File: src/rtl/dmem_arbiter.sv
// dmem_arbiter: shares a single-port data memory between the core (port 0) and debug/DMA (port 1).
// Optional macro DMEM_ARB_RR_EN selects round-robin conflict resolution; default is port-0 fixed priority.
module dmem_arbiter #(
    parameter int DEPTH        = 64,
    parameter int LOCK_TIMEOUT = 16
) (
    input  logic        clk,
    input  logic        rst,
    input  logic        p0_valid,
    output logic        p0_ready,
    input  logic        p0_we,
    input  logic [31:0] p0_addr,
    input  logic [31:0] p0_wdata,
    output logic        p0_rvalid,
    output logic [31:0] p0_rdata,
    output logic        p0_err,
    input  logic        p1_valid,
    output logic        p1_ready,
    input  logic        p1_we,
    input  logic [31:0] p1_addr,
    input  logic [31:0] p1_wdata,
    input  logic        p1_lock,
    output logic        p1_rvalid,
    output logic [31:0] p1_rdata,
    output logic        p1_err,
    output logic        mem_read,
    output logic        mem_write,
    output logic [31:0] mem_addr,
    output logic [31:0] mem_wdata,
    input  logic [31:0] mem_rdata
);
    localparam int IW = $clog2(LOCK_TIMEOUT + 1);

    typedef enum logic {
        UNLOCKED = 1'b0,
        LOCKED   = 1'b1
    } lock_e;

    lock_e         lock_q;
    logic [IW-1:0] idle_q;
    logic [IW-1:0] idle_d;
    logic          prefer0;
    logic          gnt0, gnt1;
    logic [31:0]   widx0, widx1;
    logic          ill0, ill1;

    assign widx0 = {2'b00, p0_addr[31:2]};
    assign widx1 = {2'b00, p1_addr[31:2]};
    assign ill0  = (p0_addr[1:0] != 2'b00) || (widx0 >= 32'(DEPTH));
    assign ill1  = (p1_addr[1:0] != 2'b00) || (widx1 >= 32'(DEPTH));

`ifdef DMEM_ARB_RR_EN
    // Remembers who was served last so a conflict goes to the other port.
    logic favor_p1_q;

    always_ff @(posedge clk or negedge rst) begin
        if (!rst) begin
            favor_p1_q <= 1'b0;
        end else if (gnt0) begin
            favor_p1_q <= 1'b1;
        end else if (gnt1) begin
            favor_p1_q <= 1'b0;
        end
    end

    assign prefer0 = !favor_p1_q;
`else
    assign prefer0 = 1'b1;
`endif

    // Grants are gated by rst so nothing is accepted while the block is held in reset.
    always_comb begin
        // NOTE: every combinational output gets a default first so no latch is inferred.
        gnt0 = 1'b0;
        gnt1 = 1'b0;
        if (rst) begin
            if (lock_q == LOCKED) begin
                gnt1 = p1_valid;
            end else if (p0_valid && p1_valid) begin
                gnt0 = prefer0;
                gnt1 = !prefer0;
            end else begin
                gnt0 = p0_valid;
                gnt1 = p1_valid;
            end
        end
    end

    assign p0_ready = gnt0;
    assign p1_ready = gnt1;

    // Illegal requests still present their address but never strobe the memory.
    always_comb begin
        mem_read  = 1'b0;
        mem_write = 1'b0;
        mem_addr  = '0;
        mem_wdata = '0;
        if (gnt0) begin
            mem_addr  = widx0;
            mem_wdata = p0_wdata;
            mem_read  = !ill0 && !p0_we;
            mem_write = !ill0 && p0_we;
        end else if (gnt1) begin
            mem_addr  = widx1;
            mem_wdata = p1_wdata;
            mem_read  = !ill1 && !p1_we;
            mem_write = !ill1 && p1_we;
        end
    end

    // NOTE: sequential state uses non-blocking assignments and async active-low reset.
    always_ff @(posedge clk or negedge rst) begin
        if (!rst) begin
            p0_rvalid <= 1'b0;
            p0_err    <= 1'b0;
            p0_rdata  <= '0;
        end else begin
            p0_rvalid <= gnt0;
            p0_err    <= gnt0 && ill0;
            if (gnt0) begin
                p0_rdata <= (!ill0 && !p0_we) ? mem_rdata : 32'h0;
            end
        end
    end

    always_ff @(posedge clk or negedge rst) begin
        if (!rst) begin
            p1_rvalid <= 1'b0;
            p1_err    <= 1'b0;
            p1_rdata  <= '0;
        end else begin
            p1_rvalid <= gnt1;
            p1_err    <= gnt1 && ill1;
            if (gnt1) begin
                p1_rdata <= (!ill1 && !p1_we) ? mem_rdata : 32'h0;
            end
        end
    end

    assign idle_d = idle_q + 1'b1;

    // An accepted port-1 request takes precedence over the idle timeout.
    always_ff @(posedge clk or negedge rst) begin
        if (!rst) begin
            lock_q <= UNLOCKED;
            idle_q <= '0;
        end else begin
            case (lock_q)
                UNLOCKED: begin
                    idle_q <= '0;
                    if (gnt1 && p1_lock) begin
                        lock_q <= LOCKED;
                    end
                end
                LOCKED: begin
                    if (gnt1) begin
                        lock_q <= p1_lock ? LOCKED : UNLOCKED;
                        idle_q <= '0;
                    end else if (p1_valid) begin
                        idle_q <= '0;
                    end else if (idle_d == IW'(LOCK_TIMEOUT)) begin
                        lock_q <= UNLOCKED;
                        idle_q <= '0;
                    end else begin
                        idle_q <= idle_d;
                    end
                end
                default: begin
                    lock_q <= UNLOCKED;
                    idle_q <= '0;
                end
            endcase
        end
    end
endmodule

File: config.mk
export PLATFORM = sky130hd
export DESIGN_NAME = dmem_arbiter
export DESIGN_NICKNAME = d
export VERILOG_FILES = /design/src/rtl/dmem_arbiter.sv
export SDC_FILE = /design/constraint.sdc
export NUM_CORES = 1
export LEC_CHECK = 0
export ABC_CLOCK_PERIOD_IN_PS = 7970
export CAP_MARGIN = 10
export CORE_AREA = 2 2 118 120
export DETAILED_ROUTE_END_ITERATION = 8
export DIE_AREA = 0 0 120 122
export PLACE_DENSITY = 0.7
export SLEW_MARGIN = 20
export SYNTH_ARGS = -nofsm -noshare
export SYNTH_HDL_FRONTEND = slang
export SYNTH_SLANG_ARGS = --single-unit
File: constraint.sdc
create_clock -name clk -period 7.97 [get_ports clk]
set_clock_uncertainty 0.1 [all_clocks]
set_input_delay 2.391 -clock clk [delete_from_list [all_inputs] [get_ports clk]]
set_output_delay 2.391 -clock clk [all_outputs]
set_load 0.02 [all_outputs]
Yosys cells after proc, flatten, opt, wreduce, memory -nomap -nowiden
Index checks and enable logic that the tools add are counted.

word-level totals
  flip-flop bits (word level) = 74
  input bits = 167
  output and inout bits = 136
  word-level logic and storage cells = 55

operators by class
  add/subtract/negate cells = 1
  order comparisons = 2
  equal/unequal tests = 1
  mux-type cells = 26
  bitwise logic cells = 1
  reduce and logical (&&, ||, !) cells = 16

operators with widths
  kind                                                  number
  two-way mux 32 bit                                    4
  >= comparator 30 x 7 -> 1 bit, second input constant  2
  two-way mux 30 bit                                    2
  two-way mux 1 bit                                     15
  two-way mux 5 bit                                     3
  one-hot mux 5 bit (2 select lines)                    1
  logical AND 1 bit                                     8
  adder 5 x 1 -> 5 bit, second input constant           1
  == test 5 bit, second input constant                  1
  logical NOT 1 bit                                     4
  nonzero test 2 bit                                    2
  logical OR 1 bit                                      2
  one-hot mux 1 bit (2 select lines)                    1
  NOT 1 bit                                             1

Depth between registers and ports, before layout
Gate-level depths: netlist (run 1).

  depth in word-level cells = 7
  gate-level depth with buffers = 6

Worst setup path after synthesis (run 1)
Ideal clock, no wire load.

  path kind = input -> output
  from = input p0_addr[19]
  to = output mem_read
  arrival = 3,553 ps
  path slack = 1,926 ps
  stages on the path = 4
  path buffers = 0
  cell sequence = nor4_2 > nand4_2 > a2111oi_4 > or2_1

on the way
  word-level cells in the longest chain between the ends = 5

ends and longest elaborated chain
  item                           line  source
  start, declared                12    input logic [31:0] p0_addr,
  >= comparator 30 x 7 -> 1 bit  49    assign ill0 = (p0_addr[1:0] != 2'b00) || (widx0 >= 32'(DEPTH));
  logical OR 1 bit               49
  logical NOT 1 bit              101   mem_read = !ill0 && !p0_we;
  logical AND 1 bit              101
  two-way mux 1 bit              98    if (gnt0) begin
  end, declared                  26    output logic mem_read,

Every way passes these cells.

Final worst setup path (run 1)
  from = input p0_addr[27]
  to = output mem_write

on the way
  word-level cells in the longest chain between the ends = 5

ends and longest elaborated chain
  item                           line  source
  >= comparator 30 x 7 -> 1 bit  49
  logical OR 1 bit               49
  logical NOT 1 bit              102   mem_write = !ill0 && p0_we;
  logical AND 1 bit              102
  two-way mux 1 bit              98
  end, declared                  27    output logic mem_write,

Every way passes these cells.

==> results of run 1 <==
[registers in the layout, indices dropped and copies added, names as in the netlist]
signal     flops
idle_q         5
lock_q         1
p0_err         1
p0_rdata      32
p0_rvalid      1
p1_err         1
p1_rdata      32
p1_rvalid      1
[worst max-delay path: cells and delay by family]
| kind | cells | cell delay (ps) |
|---|---|---|
| buffers and inverters | 2 | 1100 |
| AO/OA/AOI/OAI | 2 | 600 |
| AND/OR/NAND/NOR | 2 | 520 |
[area by class of cell]
type	instances	share of cell area [%]
Antenna cell	1	0.0355
Multi-Input combinational cell	187	22.4
Timing Repair Buffer	309	43.8
Sequential cell	74	26.3
Tap cell	180	3.20
Clock buffer	13	3.55
Clock inverter	2	0.533
Inverter	4	0.213
[cells in the mapped netlist (all sizes together)]
master   count  area, sq um
mux2i        1         10.0
nand2b       3         18.8
nor2b        2         12.5
conb         1         3.75
a22o       126         1100
xnor2        1         8.76
xor2         1         8.76
nand3b       1         20.0
and3         1         6.26
o211ai       1         7.51
nor4        14          121
ha           1         12.5
clkinv       1         3.75
clkbuf      11         41.3
buf         17          120
nand4        3         25.0
a41o         1         10.0
o21bai       1         7.51
o21ai        1         5.00
nand2        4         15.0
a21oi        5         25.0
nand4b       1         8.76
nor2         7         26.3
nor4b        2         23.8
or2          1         6.26
nand3        4         20.0
inv          3         11.3
a2111oi      3         63.8
dfrtp       74         1850
[logic make-up (layout without fill, tap and decap cells)]
group                    count (synthesis)  count (layout)  synth area share (%)
other                                    1               3                 0.104
AO/OA/AOI/OAI                          138             138                  34.0
flip-flops                              74              74                  51.4
multiplexers                             1               1                 0.278
buffers and inverters                   32             328                  4.90
XOR/XNOR                                 2               2                 0.487
AND/OR/NAND/NOR                         43              43                  8.45
adder cells (fa/ha/maj)                  1               1                 0.348
[how the worst max path moves through the flow]
stage | from | to | slack, ps | cells past startpoint
3_5_place_dp | p0_addr[28] | mem_write | 880 | 6
2_1_floorplan | p0_addr[19] | mem_read | 1930 | 4
4_1_cts | p0_addr[28] | mem_write | 880 | 6
5_1_grt | p0_addr[19] | mem_write | 710 | 6
3_3_place_gp | p0_addr[19] | mem_write | 900 | 6
6_report | p0_addr[27] | mem_write | 870 | 6
[power breakdown]
group	switching (mW)	internal, mW
clock	0.139	0.249
combinational	0.112	0.141
sequential	0.00144	0.378
total	0.253	0.768
[routing by layer]
metal	share of wire, %	wire length [microns]	global-route usage [%]	vias up
li1	-	-	-	1767
met1	37	6180	23.5	1949
met2	51	8350	38.0	209
met3	8.0	1320	6.13	42
met4	4.0	659	9.63	2
met5	0.042	7	0	-
==> reports/results.ini, run 1 <==
[hold_path]
holdPathStages = 1
hold_class = flip-flop to flip-flop
min_to = idle_q[0]
min-delay-start = idle_q[0]

[die]
die_area_sq_mm = 0.0146
pin_count = 303
die_y_microns = 122
fp.dieW_microns = 120
rows = 43
start_util_pct = 26.7
core-area_sq_mm = 0.0135

[worst_setup_path]
required_ps = 5480
r2r-end = p0_rdata[7]
crit_chain = clkdlybuf4s50_1 > nor4_4 > nand4_2 > a2111oi_0 > a41o_1 > clkdlybuf4s50_1
path_max_fanout = 3
slowest_delay_ps = 610
crit_top_cell = clkdlybuf4s50_1
ff2ff_setup_slack_ps = 6040
end_kind = primary output
reg2reg_depth = 6
critical_path_class = primary input to primary output
worstReg2RegStart = lock_q
slowest_stage = clkdlybuf4s50_1
arrival_ps = 4610
start_kind = primary input

[synth]
ys_types = 39
avgSynthCellArea_sq_um = 12.3
ys_ff_latch = 74
netlist_instances = 292
syn_area_sq_mm = 0.00360
ys_seq_area_share_pct = 51.4
yosys_warnings = 0

[sta]
hold_viol_final = 0
tns_ps = 0
fin_crit_ps = 7100
relSlewSlack_pct = 49.1
fmax_mhz = 141
rsz0062_at_grt = no
fin_ws_ps = 867
drv_slew = 0
finalCritPeriodShare_pct = 89.1
hold_slack_ps = 373
setup-violations-final = 0
worst_pin_slew_ps = 757

[detailed_routing]
vias = 3969
finalWirelength_microns = 16500
detail-route-antenna-nets = 0
wl_per_cell_microns = 21.5
first_pass_iters = 5
post-route-drc-count = 0
viasPerCell = 5.15
drt-initial-drc-count = 193

[layout]
final_cells = 770
multi_input_area_sq_mm = 0.00158
layout_commonest_cell = clkdlybuf4s50_1
fill_cells = 1191
layout.cells.most_common_list = 298 x clkdlybuf4s50_1, 125 x a22o_1, 74 x dfrtp_1
drive_above_1_share_pct = 5.94
postLayoutCoreUtil_pct = 52.2
area_delta_synth_final_pct = 95.8
final-seq-area_sq_mm = 0.00185
final_nets = 753
final_area_sq_mm = 0.00705

[power_and_ir_drop]
leakagePower_nw = 2.94
powerDensity_mw_per_mm2 = 145
irDropWorstVdd_uv = 96.6
finalPower_mw = 1.02

[clocking]
clk_path_buf_depth = 2
clk_latency_ps = 320
cts_hold_buf = 0
h-tree-depth = 3
cts_root_buf = clkbuf_16
cts.repair.resized = 0
clock-sinks = 74
path_clk_slew_ps = 50
cts_buffers = 9
cts_tree = built
post_cts_buffers = 0

[placed_design]
place_congestion = 0.871
post_dp_cell_area_sq_mm = 0.00676
place_hpwl_microns = 13000
dp.cells = 754
dp_slack_ps = 875
io_buffers = 300

[grt]
groute.usage.overall_pct = 21.3
grt_first_pass_wirelength_microns = 23800
gr-total-overflow = 0
grt_pass1_vias = 4175
grt_antenna_before_repair = 2
grt_max_degree = 59

[status]
outcome = finished, final reports clean

[run]
cap_viol_max_count = 0

No activity file was read; power rests on OpenSTA's default activity.
==> run 2: changes to the inputs <==
--- a/config.mk
+++ b/config.mk
@@ -10,6 +10,7 @@
 export CORE_AREA = 2 2 118 120
 export DETAILED_ROUTE_END_ITERATION = 8
 export DIE_AREA = 0 0 120 122
+export GPL_ROUTABILITY_DRIVEN = 0
 export PLACE_DENSITY = 0.7
 export SLEW_MARGIN = 20
 export SYNTH_ARGS = -nofsm -noshare
==> results of run 2 <==
No change in the layout: final DEF, timing and power equal those of run 1.
==> run 3: changes to the inputs <==
--- a/config.mk
+++ b/config.mk
@@ -11,7 +11,9 @@
 export DETAILED_ROUTE_END_ITERATION = 8
 export DIE_AREA = 0 0 120 122
 export GPL_ROUTABILITY_DRIVEN = 0
-export PLACE_DENSITY = 0.7
+export PLACE_DENSITY = 0.67
+export RECOVER_POWER = 25
+export SKIP_LAST_GASP = 1
 export SLEW_MARGIN = 20
 export SYNTH_ARGS = -nofsm -noshare
 export SYNTH_HDL_FRONTEND = slang
==> reports/results.ini, run 3 (synthesis results as in run 1) <==
[placed_design]
post_dp_cell_area_sq_mm = 0.00674  ; -0.33%
io_buffers = 300  ; unchanged
place_hpwl_microns = 12800  ; -1.4%

[grt]
gr-total-overflow = 0  ; unchanged
grt-busiest-layer = met2
met1_usage_pct = 24.4  ; +0.93 points
grt_first_pass_wirelength_microns = 23400  ; -2.0%
grt_pass1_vias = 4016  ; -3.8%
gr-usage-met3_pct = 5.43  ; -0.70 points
grt_max_degree = 75  ; +27%
groute.usage.overall_pct = 21.2  ; -0.13 points
grt_antenna_before_repair = 3  ; +1
met2_usage_pct = 37.6  ; -0.39 points

[sta]
tns_ps = 0  ; unchanged
finalCritPeriodShare_pct = 89.7  ; +0.57 points
hold_viol_final = 0  ; unchanged
rsz0062_at_grt = no
drv_slew = 75  ; +75
setup-violations-final = 0  ; unchanged
fmax_mhz = 140  ; -0.63%
relSlewSlack_pct = -154  ; -200 points
fin_crit_ps = 7150  ; +45.2 ps
worst_pin_slew_ps = 3820  ; +3060 ps

[clocking]
cts_tree = built
clock-sinks = 74  ; unchanged
h-tree-depth = 3  ; unchanged
cts_hold_buf = 0  ; unchanged
path_clk_slew_ps = 50  ; about the same
clk_latency_ps = 320  ; about the same
cts_root_buf = clkbuf_16
post_cts_buffers = 0  ; unchanged
cts.repair.resized = 0  ; unchanged
clk_path_buf_depth = 2  ; unchanged
cts_buffers = 9  ; unchanged

[layout]
final_area_sq_mm = 0.00706  ; +0.11%
top_regs = p0_rdata: 32 flops, p1_rdata: 32 flops, idle_q: 5 flops
layout.cells.most_common_list = 298 x clkdlybuf4s50_1, 125 x a22o_1, 74 x dfrtp_1
final-seq-area_sq_mm = 0.00185  ; unchanged
multi_input_area_sq_mm = 0.00158  ; unchanged
final_nets = 753  ; unchanged
area_delta_synth_final_pct = 96.0
fill_cells = 1205  ; +1.2%
layout_commonest_cell = clkdlybuf4s50_1
drive_above_1_share_pct = 5.93  ; -0.010 points

[power_and_ir_drop]
irDropWorstVdd_uv = 92.4  ; -4.3%
leakagePower_nw = 2.94  ; +0.15%
powerDensity_mw_per_mm2 = 150  ; +3.7%

[detailed_routing]
finalWirelength_microns = 16200  ; -1.7%
post-route-drc-count = 0  ; unchanged
first_pass_iters = 6  ; +1
vias = 3908  ; -1.5%
drt-initial-drc-count = 235  ; +22%
wl_per_cell_microns = 21.0  ; -2.0%
detail-route-antenna-nets = 0  ; unchanged
viasPerCell = 5.06  ; -1.9%

[worst_setup_path]
path_max_fanout = 3  ; unchanged
required_ps = 5480  ; about the same
end_kind = primary output
start_kind = primary input
arrival_ps = 4660  ; +50 ps
critical_path_class = primary input to primary output

[die]
pin_count = 303  ; unchanged
die_area_sq_mm = 0.0146  ; unchanged
start_util_pct = 26.7  ; unchanged
core-area_sq_mm = 0.0135  ; unchanged
fp.dieW_microns = 120  ; unchanged
rows = 43  ; unchanged
die_y_microns = 122  ; unchanged

[run]
cap_viol_max_count = 1  ; +1

[status]
outcome = complete, but fails checks
violations = capacitance limit, slew limit

[hold_path]
hold_class = flip-flop to flip-flop

==> run 3: worst max-delay path: stages <==
cell and delay (ps):
clkdlybuf4s50_1 450, nor4_2 380, nand4_2 220, a2111oi_0 420
a41o_1 180, clkdlybuf4s50_1 610
==> run 3: metal layers <==
metal  wire length (microns)  vias up
met1                    6270     1916
li1                        -     1775
met2                    8410      192
met5                       0        -
met4                     433        0
met3                    1130       25
==> run 3: per-stage QoR <==
stage	hold slack [ps]	cells	setup WS, ps	util (%)	total power, mW
after floorplan	331	293	1930	-	0.472
after global placement	349	754	872	49.9	0.634
after detailed placement	352	754	841	49.9	0.637
after CTS	359	770	839	52.2	1.07
after global routing	402	773	725	52.2	1.10
final	357	773	821	52.2	1.06
==> run 3: power breakdown <==
group / total, mW / internal (mW) / switching, mW
sequential: 0.380 / 0.378 / 0.00141
combinational: 0.248 / 0.139 / 0.109
clock: 0.432 / 0.282 / 0.151
total: 1.06 / 0.798 / 0.261
==> run 3: cell type report <==
cell class                 instances  share of cell area, %
antenna                            3                  0.106
clock buffer                      11                   3.44
clock inverter                     5                   1.10
inverter                           4                  0.213
multi-input combinational        187                   22.3
sequential                        74                   26.2
tap                              180                   3.19
timing repair buffer             309                   43.4
==> run 3: worst paths after layout <==
check                                  from      endpoint  slack (ps)  cells past startpoint
worst max-delay path            p0_addr[29]     mem_write         820                      6
worst min-delay path              idle_q[0]     idle_q[0]         360                      1
worst max register to register       lock_q  p1_rdata[28]        6020                      5
worst min register to register    idle_q[0]     idle_q[0]         360                      1
max in group asynchronous               rst        p1_err        1990                      2
min in group asynchronous               rst        lock_q        1830                      1
